File: config.mk
export PLATFORM = sky130hd
export DESIGN_NAME = scan_mux
export DESIGN_NICKNAME = d
export VERILOG_FILES = /design/src/rtl/scan_mux_pkg.sv /design/src/rtl/mux_tree.sv /design/src/rtl/scan_mux.sv
export SDC_FILE = /design/constraint.sdc
export NUM_CORES = 1
export LEC_CHECK = 0
export BUFFER_PORTS_ARGS = -buffer_cell sky130_fd_sc_hd__buf_2
export CAP_MARGIN = 20
export CORE_AREA = 2 2 39 41
export DETAILED_ROUTE_END_ITERATION = 12
export DIE_AREA = 0 0 41 43
export PLACE_DENSITY = 0.7
export SYNTH_ARGS = -nofsm -noshare
export SYNTH_HDL_FRONTEND = slang
export SYNTH_HIERARCHICAL = 1
export SYNTH_SLANG_ARGS = --single-unit
File: constraint.sdc
create_clock -name clk -period 2.2 [get_ports clk]
set_input_delay 0.22 -clock clk [delete_from_list [all_inputs] [get_ports clk]]
set_output_delay 0.22 -clock clk [all_outputs]
set_load 0.03 [all_outputs]
File: src/rtl/scan_mux_pkg.sv
// Shared types and constants for the scan_mux channel selector.
// The state encoding is fixed at 2 bits so downstream debug taps stay stable.
package scan_mux_pkg;

  typedef enum logic [1:0] {
    IDLE = 2'd0,
    MAN  = 2'd1,
    SCAN = 2'd2
  } state_t;

  localparam logic MODE_MAN  = 1'b0;
  localparam logic MODE_SCAN = 1'b1;

  // A 1-channel selector still needs a 1-bit select so that port widths stay legal.
  function automatic int tree_depth(input int n);
    return (n > 1) ? $clog2(n) : 1;
  endfunction

endpackage

File: src/rtl/mux_tree.sv
// Combinational N_CH:1 selector built as a balanced tree of 2:1 nodes.
// Leaves past N_CH-1 are tied to zero so that a non-power-of-2 channel count is handled.
module mux_tree
  import scan_mux_pkg::*;
#(
  parameter int N_CH   = 8,
  parameter int DATA_W = 1,
  parameter int SEL_W  = tree_depth(N_CH)
) (
  input  logic [N_CH*DATA_W-1:0] din,
  input  logic [SEL_W-1:0]       sel,
  output logic [DATA_W-1:0]      dout
);

  // Level 0 is the root and level SEL_W holds the leaves. Level d is steered by sel[SEL_W-1-d].
  for (genvar d = 0; d <= SEL_W; d++) begin : g_lvl
    logic [DATA_W-1:0] node [1 << d];
    for (genvar j = 0; j < (1 << d); j++) begin : g_node
      if (d == SEL_W) begin : g_leaf
        if (j < N_CH) begin : g_used
          assign node[j] = din[j*DATA_W +: DATA_W];
        end else begin : g_tied
          assign node[j] = '0;
        end
      end else begin : g_mux
        assign node[j] = sel[SEL_W-1-d] ? g_lvl[d+1].node[2*j+1] : g_lvl[d+1].node[2*j];
      end
    end
  end

  assign dout = g_lvl[0].node[0];

endmodule

File: src/rtl/scan_mux.sv
// N_CH:1 channel selector with a registered output. The select comes either from a
// loaded value (manual mode) or from a round-robin counter (auto-scan mode).
//
//   state | meaning
//   IDLE  | en low: the output holds, dout_valid is low, and sel moves only on a load
//   MAN   | manual: sel holds unless it is loaded; the output tracks din[sel]
//   SCAN  | auto-scan: sel steps by one each cycle and wraps N_CH-1 -> 0
module scan_mux
  import scan_mux_pkg::*;
#(
  parameter int N_CH   = 8,
  parameter int DATA_W = 1,
  parameter int SEL_W  = tree_depth(N_CH)
) (
  input  logic                   clk,
  input  logic                   rst_n,
  input  logic [N_CH*DATA_W-1:0] din,
  input  logic                   en,
  input  logic                   mode,
  input  logic [SEL_W-1:0]       sel_in,
  input  logic                   sel_load,
  output logic [DATA_W-1:0]      dout,
  output logic [SEL_W-1:0]       dout_ch,
  output logic                   dout_valid,
  output logic                   scan_wrap,
  output logic                   sel_err
);

  localparam logic [SEL_W:0]   N_CH_V   = (SEL_W+1)'(N_CH);
  localparam logic [SEL_W-1:0] SEL_LAST = SEL_W'(N_CH - 1);

  state_t            state, state_nxt;
  logic [SEL_W-1:0]  sel, sel_nxt;
  logic              wrap_nxt, err_nxt;
  logic [DATA_W-1:0] mux_out;

  mux_tree #(
    .N_CH   (N_CH),
    .DATA_W (DATA_W),
    .SEL_W  (SEL_W)
  ) u_tree (
    .din  (din),
    .sel  (sel),
    .dout (mux_out)
  );

  always_comb begin
    state_nxt = IDLE;
    sel_nxt   = sel;
    wrap_nxt  = 1'b0;
    err_nxt   = 1'b0;
    if (en) state_nxt = (mode == MODE_SCAN) ? SCAN : MAN;
    // Any load, including an out-of-range one, blocks the scan step for that cycle.
    if (sel_load) begin
      if ({1'b0, sel_in} < N_CH_V) sel_nxt = sel_in;
      else                         err_nxt = 1'b1;
    end else if (state == SCAN) begin
      if (sel == SEL_LAST) begin
        sel_nxt  = '0;
        wrap_nxt = 1'b1;
      end else begin
        sel_nxt = sel + 1'b1;
      end
    end
  end

  always_ff @(posedge clk or negedge rst_n) begin
    if (!rst_n) begin
      state      <= IDLE;
      sel        <= '0;
      dout       <= '0;
      dout_ch    <= '0;
      dout_valid <= 1'b0;
      scan_wrap  <= 1'b0;
      sel_err    <= 1'b0;
    end else begin
      state      <= state_nxt;
      sel        <= sel_nxt;
      scan_wrap  <= wrap_nxt;
      sel_err    <= err_nxt;
      dout_valid <= (state != IDLE);
      if (state != IDLE) begin
        dout    <= mux_out;
        dout_ch <= sel;
      end
    end
  end

endmodule
==> impl_metrics.json, run 1 <==
{
  "status": "finished, final reports clean",
  "grt_usage_pct": 12.7,
  "root_buffer": "clkbuf_4",
  "clock_insertion_delay_worst_skew_ns": 0.27,
  "clock.fmax_ghz": 0.597,
  "post_cts_buffers": 0,
  "cp_num_buf_inv": 0,
  "synth_area_leader_cell": "dfrtp_1",
  "cts_buffers": 3,
  "async_flop_share_pct": 100,
  "port_buffers": 21,
  "grt_overflow": 0,
  "grt_pass1_wl_mm": 1.36,
  "drc": 0,
  "synth.most_common_cell": "dfrtp_1",
  "gp_congestion": 0.685,
  "viasPerCell": 4.66,
  "ys_types": 17,
  "final_nets": 82,
  "synth_warnings": 6,
  "path_cells": "mux4_1, mux2_2, mux2_4",
  "cp_max_fo": 6,
  "critPathLaunchType": "register",
  "arrival_ns": 1.83,
  "p_leak_uw": 0.000377,
  "rsz0062_at_grt": "no",
  "post_drt_wl_per_cell_um": 11.2,
  "synth.top_cell.area_share_pct": 50.6,
  "dpl_cell_area_um2": 662,
  "dp_hpwl_um": 710,
  "dp.cells": 74,
  "vias": 368,
  "cts_max_level": 1,
  "clk_pin_slew_ns": 0.07,
  "yosysSeqAreaShare_pct": 50.6,
  "grt_pass1_vias": 335,
  "whs_ns": 0.0996,
  "min_period_ns": 1.67,
  "end_kind": "register",
  "hold_path.class": "input port to register",
  "final_cells": 79,
  "wl_um": 883,
  "setup_tns_ns": 0,
  "diodes": 0,
  "drive_gt1_share_pct": 49.2,
  "synth_cells": 38,
  "final_hold_viol_count": 0,
  "core.rowCount": 14,
  "cp_top_family": "multiplexers",
  "first_pass_iters": 2,
  "fin_area_um2": 698,
  "antenna_found_initial": 0,
  "clockBufferDepth": 2,
  "drtIter0Drc": 1,
  "fin_skew_ns": 0.00118,
  "core_area_um2": 1380,
  "power.density_nw_per_um2": 759,
  "slowest_delay_ns": 0.57,
  "criticalPathCategory": "register to register",
  "antenna_left": 0,
  "synth.top_cells.by_area": "dfrtp_1 51%, mux2_4 11%, mux4_1 9.7%, mux2i_1 5.5%, ha_1 4.6%",
  "setup_violations": 0,
  "syn_nets": 56,
  "die_h_um": 43,
  "areaGrowthSynthToFinish_pct": 28.3,
  "drv_slew": 0,
  "vdd_ir_drop_max_v": 0.000254,
  "crit_required_ns": 2.36,
  "synth_commonest_cells": "11 x dfrtp_1, 4 x mux2_4, 3 x mux2i_1, 3 x nand2_1, 3 x o21ai_1",
  "die_area_um2": 1760,
  "drv_cap": 0,
  "ys_ff_latch": 11,
  "die_w_um": 41,
  "clock_sinks": 11,
  "synth_ff_type": "dfrtp_1",
  "avgSynthCellArea_um2": 14.3,
  "ioPinCount": 23,
  "grt_max_degree": 12,
  "synth_edf_count": 0,
  "cpMaxStageDelayCell": "mux4_1",
  "syn-cell-area_um2": 544,
  "cts_tree": "built",
  "finalCritPeriodShare_pct": 76.1,
  "initial_core_util_pct": 39.3,
  "finalPower_uw": 530
}
-- routing by layer --
layer / GRT usage [%] / share of wire [%] / vias to the layer above
met5: 0 / 0 / -
met4: 12.0 / 4.4 / 0
met3: 4.71 / 6.3 / 5
met2: 18.4 / 54 / 16
met1: 13.0 / 35 / 163
li1: - / - / 184
-- stage by stage --
stage	setup WS, ns	util, %
after global placement	0.578	47.8
after CTS	0.516	50.5
after global routing	0.456	50.5
after floorplan	0.604	-
after detailed placement	0.523	47.8
final	0.526	50.5
-- layout make-up --
class / instances / area [µm²]
multi-input combinational: 25 / 258
tap: 16 / 20.0
sequential: 11 / 275
fill: 129 / 686
inverter: 1 / 3.75
clock buffer: 4 / 26.3
timing repair buffer: 22 / 115
-- repair_timing --
item                      4_1_cts  5_1_grt
hold buffers                    1        0
hold endpoints to repair       11        0
resized for setup               0        0
-- power by group --
group	leakage [µW]	switching [µW]	internal (µW)
logic	0.000226	73.1	70.7
clock network	0.0000150	67.5	70.3
registers	0.000136	20.4	228
total	0.000377	161	369
-- registers in the layout (all words and copies together) (netlist names) --
name        flops
dout_ch         3
sel             3
state           2
dout            1
dout_valid      1
scan_wrap       1
-- path summary, 6_finish.rpt --
kind / start / endpoint / slack [ns] / cells past startpoint
setup / recovery: sel[0] / dout / 0.53 / 3
setup reg to reg: sel[0] / dout / 0.53 / 3
min in group asynchronous: rst_n / dout_ch[0] / 0.34 / 2
hold reg to reg: dout_ch[0] / dout_ch[0] / 0.52 / 1
max in group asynchronous: rst_n / sel[2] / 1.67 / 2
hold / removal: mode / state[0] / 0.1 / 2
-- worst reg2reg max path: stages (launching register included) --
cell and delay (ns):
dfrtp_1 0.45, mux4_1 0.57, mux2_2 0.28, mux2_4 0.27
-- cell families (layout without fill, tap and decap cells) --
family                     after synthesis  count (layout)  share of synthesized area, %
AOI/OAI and AO/OA                        3               3                          2.76
muxes                                   10              10                          28.3
other                                    1               1                         0.689
and+or+nand+nor                          9               9                          11.0
adders and majority gates                2               2                          4.60
buffers and inverters                    2              27                          2.07
DFF                                     11              11                          50.6
-- cells in the final DEF (no fill, tap or decap) --
master	n
dlygate4sd3_1	1
nor2_4	1
mux2_4	4
nand2b_4	1
mux2i_1	3
nor2b_1	1
mux2_2	1
conb_1	1
nor3b_1	1
dfrtp_1	11
clkbuf_4	3
mux4_1	2
and2_1	1
nand2_1	3
clkbuf_1	1
ha_1	2
o21ai_1	3
buf_2	21
inv_1	1
nor2_1	1
Note: power is estimated with default switching activity, not from simulation.
==> run 2: changes to the inputs <==
- clock period: 2.2 -> 1.6 ns (I/O delays scaled with it)
==> impl_metrics.json, run 2 (synthesis gave the netlist of run 1 again) <==
{
  "core.rowCount": 14,
  "dpl_cell_area_um2": 669,
  "power.density_nw_per_um2": 1050,
  "core_area_um2": 1380,
  "root_buffer": "clkbuf_4",
  "clock.fmax_ghz": 0.639,
  "path_common_cell": "mux2_4",
  "status": "finished, final reports clean",
  "criticalPathCategory": "register to register",
  "drv_cap": 0,
  "grt_max_degree": 12,
  "vias": 376,
  "port_buffers": 21,
  "drc": 0,
  "p_leak_uw": 0.000378,
  "cp_max_fo": 3,
  "antenna_found_initial": 0,
  "diodes": 0,
  "drtIter0Drc": 0,
  "path_cells": "mux4_2, mux2_4, mux2_4",
  "drv_slew": 0,
  "rrSetupSlack_ns": 0.03,
  "cpMaxStageDelayCell": "mux4_2",
  "fin_skew_ns": 0.00243,
  "cts_buffers": 3,
  "post_drt_wl_per_cell_um": 11.7,
  "clk_pin_slew_ns": 0.07,
  "drive_gt1_share_pct": 53.1,
  "fin_area_um2": 702,
  "first_pass_iters": 1,
  "finalCritPeriodShare_pct": 97.9,
  "place_ws_ns": 0.00445,
  "min_period_ns": 1.57,
  "gp_congestion": 0.656,
  "slowest_delay_ns": 0.51,
  "die_w_um": 41,
  "die_area_um2": 1760,
  "vdd_ir_drop_max_v": 0.000421,
  "final_nets": 83,
  "crit_required_ns": 1.75,
  "final_common_cell": "buf_2",
  "arrival_ns": 1.72,
  "final_hold_viol_count": 0,
  "cts_tree": "built",
  "critPathLaunchType": "register",
  "grt_pass1_vias": 373,
  "fin_util_pct": 50.7,
  "end_kind": "register",
  "rsz0062_at_grt": "yes",
  "reg.largest.list": "dout_ch x3, sel x3, state x2",
  "whs_ns": 0.0556,
  "grt_pass1_wl_mm": 1.50,
  "fin_ws_ns": 0.0343,
  "final_cells": 80,
  "ioPinCount": 23,
  "grt_usage_pct": 13.0,
  "initial_core_util_pct": 39.3,
  "setup_violations": 0,
  "antenna_left": 0,
  "dp.cells": 75,
  "hold_path.class": "input port to register",
  "final_cell_mix": "21 x buf_2, 11 x dfrtp_1, 5 x mux2_4",
  "areaGrowthSynthToFinish_pct": 29.0,
  "clockBufferDepth": 2,
  "grt_overflow": 0,
  "cts_max_level": 1,
  "wl_um": 937,
  "viasPerCell": 4.70,
  "clock_sinks": 11,
  "die_h_um": 43,
  "clock_insertion_delay_worst_skew_ns": 0.26
}
-- run 2: cell count changes in the layout (fill, tap and decap cells not counted), sizes merged --
cell and delta:
buf +1
-- run 2: per-stage QoR --
step,TNS (ns),power [µW]
5_1_grt,-0.00801,790
4_1_cts,0,749
3_3_place_gp,0,543
3_5_place_dp,0,553
6_report,0,737
2_1_floorplan,0,484
-- run 2: what timing repair did --
item	in CTS	in global routing
hold endpoints to repair	11	0
hold buffers	1	0
setup endpoints to repair	1	1
resized for setup	2	1
setup buffers	0	0
-- run 2: worst max-delay path: cells and delay by family, from the launching register on --
family	cells	cell delay, ns
multiplexers	3	1.04
flip-flops	1	0.41
-- run 2: worst paths after layout --
check                      startpoint          to  depth (start not counted)
setup / recovery               sel[0]        dout                          3
hold / removal                   mode    state[0]                          2
setup reg to reg               sel[0]        dout                          3
hold reg to reg            dout_ch[2]  dout_ch[2]                          1
max in group asynchronous       rst_n      sel[2]                          2
min in group asynchronous       rst_n  dout_ch[2]                          2
-- run 2: cell type report --
cell class / count / area [µm²]
Fill cell: 133 / 682
Sequential cell: 11 / 275
Multi-Input combinational cell: 25 / 254
Timing Repair Buffer: 23 / 123
Clock buffer: 4 / 26.3
Tap cell: 16 / 20.0
Inverter: 1 / 3.75
-- run 2: where the power goes --
part	switching [µW]	total [µW]	internal, µW
clock network	89.1	185	96.3
registers	27.2	341	314
logic	106	211	105
-- run 2: per-layer routing --
layer,routed length (µm),share of wire (%),GRT usage (%),vias to the layer above
li1,-,-,-,185
met2,523,56,19.7,13
met5,0,0,0,-
met3,39,4.2,3.14,2
met4,12,1.3,10.0,0
met1,361,39,14.9,176
==> run 3: changes to the inputs <==
- ABC_AREA: default -> 1
- CORE_AREA: 2 2 39 41 -> default
- CORE_UTILIZATION: default -> 45
- DIE_AREA: 0 0 41 43 -> default
- PLACE_DENSITY: 0.7 -> 0.74
==> impl_metrics.json, run 3 <==
{
  "status": "finished, final reports clean",
  "final_cells": 126,
  "synth_compound_area_share_pct": 0,
  "synth_commonest_cells": "45 x nand2_1, 13 x inv_1, 11 x dfrtp_1, 4 x inv_2, 4 x nand3_1",
  "setup_violations": 0,
  "clkPwrFrac_pct": 24.3,
  "diodes": 0,
  "whs_ns": 0.0465,
  "die_h_um": 38.5,
  "end_kind": "register",
  "setup_tns_ns": 0,
  "fill_cells": 107,
  "final_nets": 131,
  "critPathLaunchType": "register",
  "power.density_nw_per_um2": 1040,
  "drive_gt1_share_pct": 27.7,
  "yosysSeqAreaShare_pct": 45.9,
  "final_cell_mix": "45 x nand2_1, 21 x buf_2, 13 x inv_1",
  "hold_path_startpoint": "mode",
  "final_hold_viol_count": 0,
  "ys_types": 12,
  "antenna_found_initial": 0,
  "grt_usage_pct": 19.5,
  "die_area_um2": 1480,
  "synth_warnings": 6,
  "synth.top_cells.by_area": "dfrtp_1 46%, nand2_1 28%, inv_1 8.1%, ha_1 4.2%, nand3_1 3.3%",
  "synth.top_cell.area_share_pct": 45.9,
  "fin_util_pct": 64.1,
  "first_pass_iters": 4,
  "avgSynthCellArea_um2": 6.89,
  "final_common_cell": "nand2_1",
  "cts_buffers": 3,
  "ys_ff_latch": 11,
  "die_w_um": 38.5,
  "cts_tree": "built",
  "synthSimpleGateAreaFrac_pct": 37.4,
  "p_leak_uw": 0.000496,
  "grt_max_degree": 12,
  "grt_pass1_wl_mm": 1.91,
  "rrSetupSlack_ns": 0.30,
  "dp_hpwl_um": 866,
  "whs_path_depth": 2,
  "clk_pin_slew_ns": 0.07,
  "cp_max_fo": 9,
  "power.share.sequential_pct": 45.4,
  "synth_edf_count": 0,
  "worstReg2RegEnd": "sel[2]",
  "grt_overflow": 0,
  "r2r-start": "sel[0]",
  "drc": 0,
  "synth_fa_ha_area_share_pct": 4.18,
  "antenna_left": 0,
  "switching_share_pct": 36.1,
  "vdd_ir_drop_max_v": 0.000596,
  "core_area_um2": 1170,
  "post_drt_wl_per_cell_um": 8.86,
  "rr_worst_depth": 6,
  "synth_ff_type": "dfrtp_1",
  "clock_sinks": 11,
  "cts_resized": 0,
  "initial_core_util_pct": 51.2,
  "gp_congestion": 0.733,
  "intPower_uw": 501,
  "wl_mm": 1.12,
  "synth_top_family_by_area": "simple AND/OR/NAND/NOR gates",
  "vias": 562,
  "port_buffers": 21,
  "grt_pass1_vias": 504,
  "hold_path.class": "input port to register",
  "cts_max_level": 1,
  "crit_required_ns": 1.76,
  "core.rowCount": 12,
  "async_flop_share_pct": 100,
  "clock_insertion_delay_worst_skew_ns": 0.27,
  "p_comb_share_pct": 30.3,
  "ioPinCount": 23,
  "synth_cells": 87,
  "reg.largest.list": "dout_ch x3, sel x3, state x2",
  "synthXorXnorAreaFrac_pct": 0,
  "p_sw_uw": 283,
  "drv_slew": 0,
  "syn_nets": 105,
  "rsz0062_at_grt": "no",
  "areaGrowthSynthToFinish_pct": 25.3,
  "synthMuxAreaShare_pct": 0,
  "fin_skew_ns": 0.00283,
  "drtIter0Drc": 13,
  "criticalPathCategory": "register to register",
  "synth.most_common_cell": "nand2_1",
  "arrival_ns": 1.46,
  "root_buffer": "clkbuf_4",
  "clock.fmax_ghz": 0.768,
  "min_period_ns": 1.30,
  "synth_area_leader_cell": "dfrtp_1",
  "finalCritPeriodShare_pct": 81.4,
  "clockBufferDepth": 2,
  "drv_cap": 0,
  "dp.cells": 121,
  "finalPower_uw": 784,
  "syn-cell-area_um2": 599,
  "holdPathEnd": "state[0]",
  "viasPerCell": 4.46
}
[run 3: final cells by class]
| cell class | instances | area (µm²) | share of cell area, % |
|---|---|---|---|
| flip-flops and latches | 11 | 275 | 36.7 |
| multi-input cells | 58 | 253 | 33.7 |
| repair buffers | 22 | 115 | 15.3 |
| inverters | 17 | 63.8 | 8.50 |
| clock buffers | 4 | 26.3 | 3.50 |
| well taps | 14 | 17.5 | 2.33 |
[run 3: how the worst max path moves through the flow]
stage / from / endpoint / cells after the start
global route: sel[0] / sel[0] / 7
finish: sel[0] / sel[2] / 6
floorplan: sel[0] / sel[2] / 6
CTS: sel[0] / sel[2] / 6
detailed placement: sel[0] / sel[2] / 6
global placement: sel[0] / sel[2] / 6
[run 3: what timing repair did]
action / CTS / global route
endpoints found under the hold margin: 11 / 0
buffers inserted: 0 / 0
hold buffers: 1 / 0
[run 3: metrics by stage]
stage	cell area [µm²]	setup slack (ns)
finish	751	0.298
CTS	751	0.299
detailed placement	714	0.312
global placement	714	0.351
floorplan	599	0.386
global route	751	0.203
[run 3: power by group through the flow]
| stage | Combinational (µW) | Clock, µW | Sequential (µW) |
|---|---|---|---|
| after detailed placement | 236 | 0 | 362 |
| after CTS | 239 | 200 | 357 |
| final | 237 | 191 | 356 |
| after global routing | 271 | 219 | 362 |
| after floorplan | 115 | 0 | 408 |
| after global placement | 231 | 0 | 360 |
[run 3: cells by family (layout without fill, tap and decap cells)]
logic type / after synthesis / in the layout
AND/OR/NAND/NOR: 55 / 55
other: 1 / 1
adder cells (fa/ha/maj): 2 / 2
buffers and inverters: 18 / 43
flip-flops: 11 / 11
[run 3: worst max-delay path: stages, from the launching register on]
cell	delay (ns)
dfrtp_1	0.48
ha_1	0.24
ha_1	0.26
nand2_1	0.06
nand2_1	0.05
nand2_1	0.05
nand2_1	0.06
[run 3: layer usage]
metal | vias to the layer above | GRT usage [%] | routed length [µm] | share of wire, %
met5 | - | 0 | 0 | 0
met4 | 0 | 7.76 | 10 | 0.90
met3 | 2 | 8.72 | 51 | 4.6
met1 | 242 | 21.5 | 513 | 46
li1 | 301 | - | - | -
met2 | 17 | 32.1 | 540 | 48
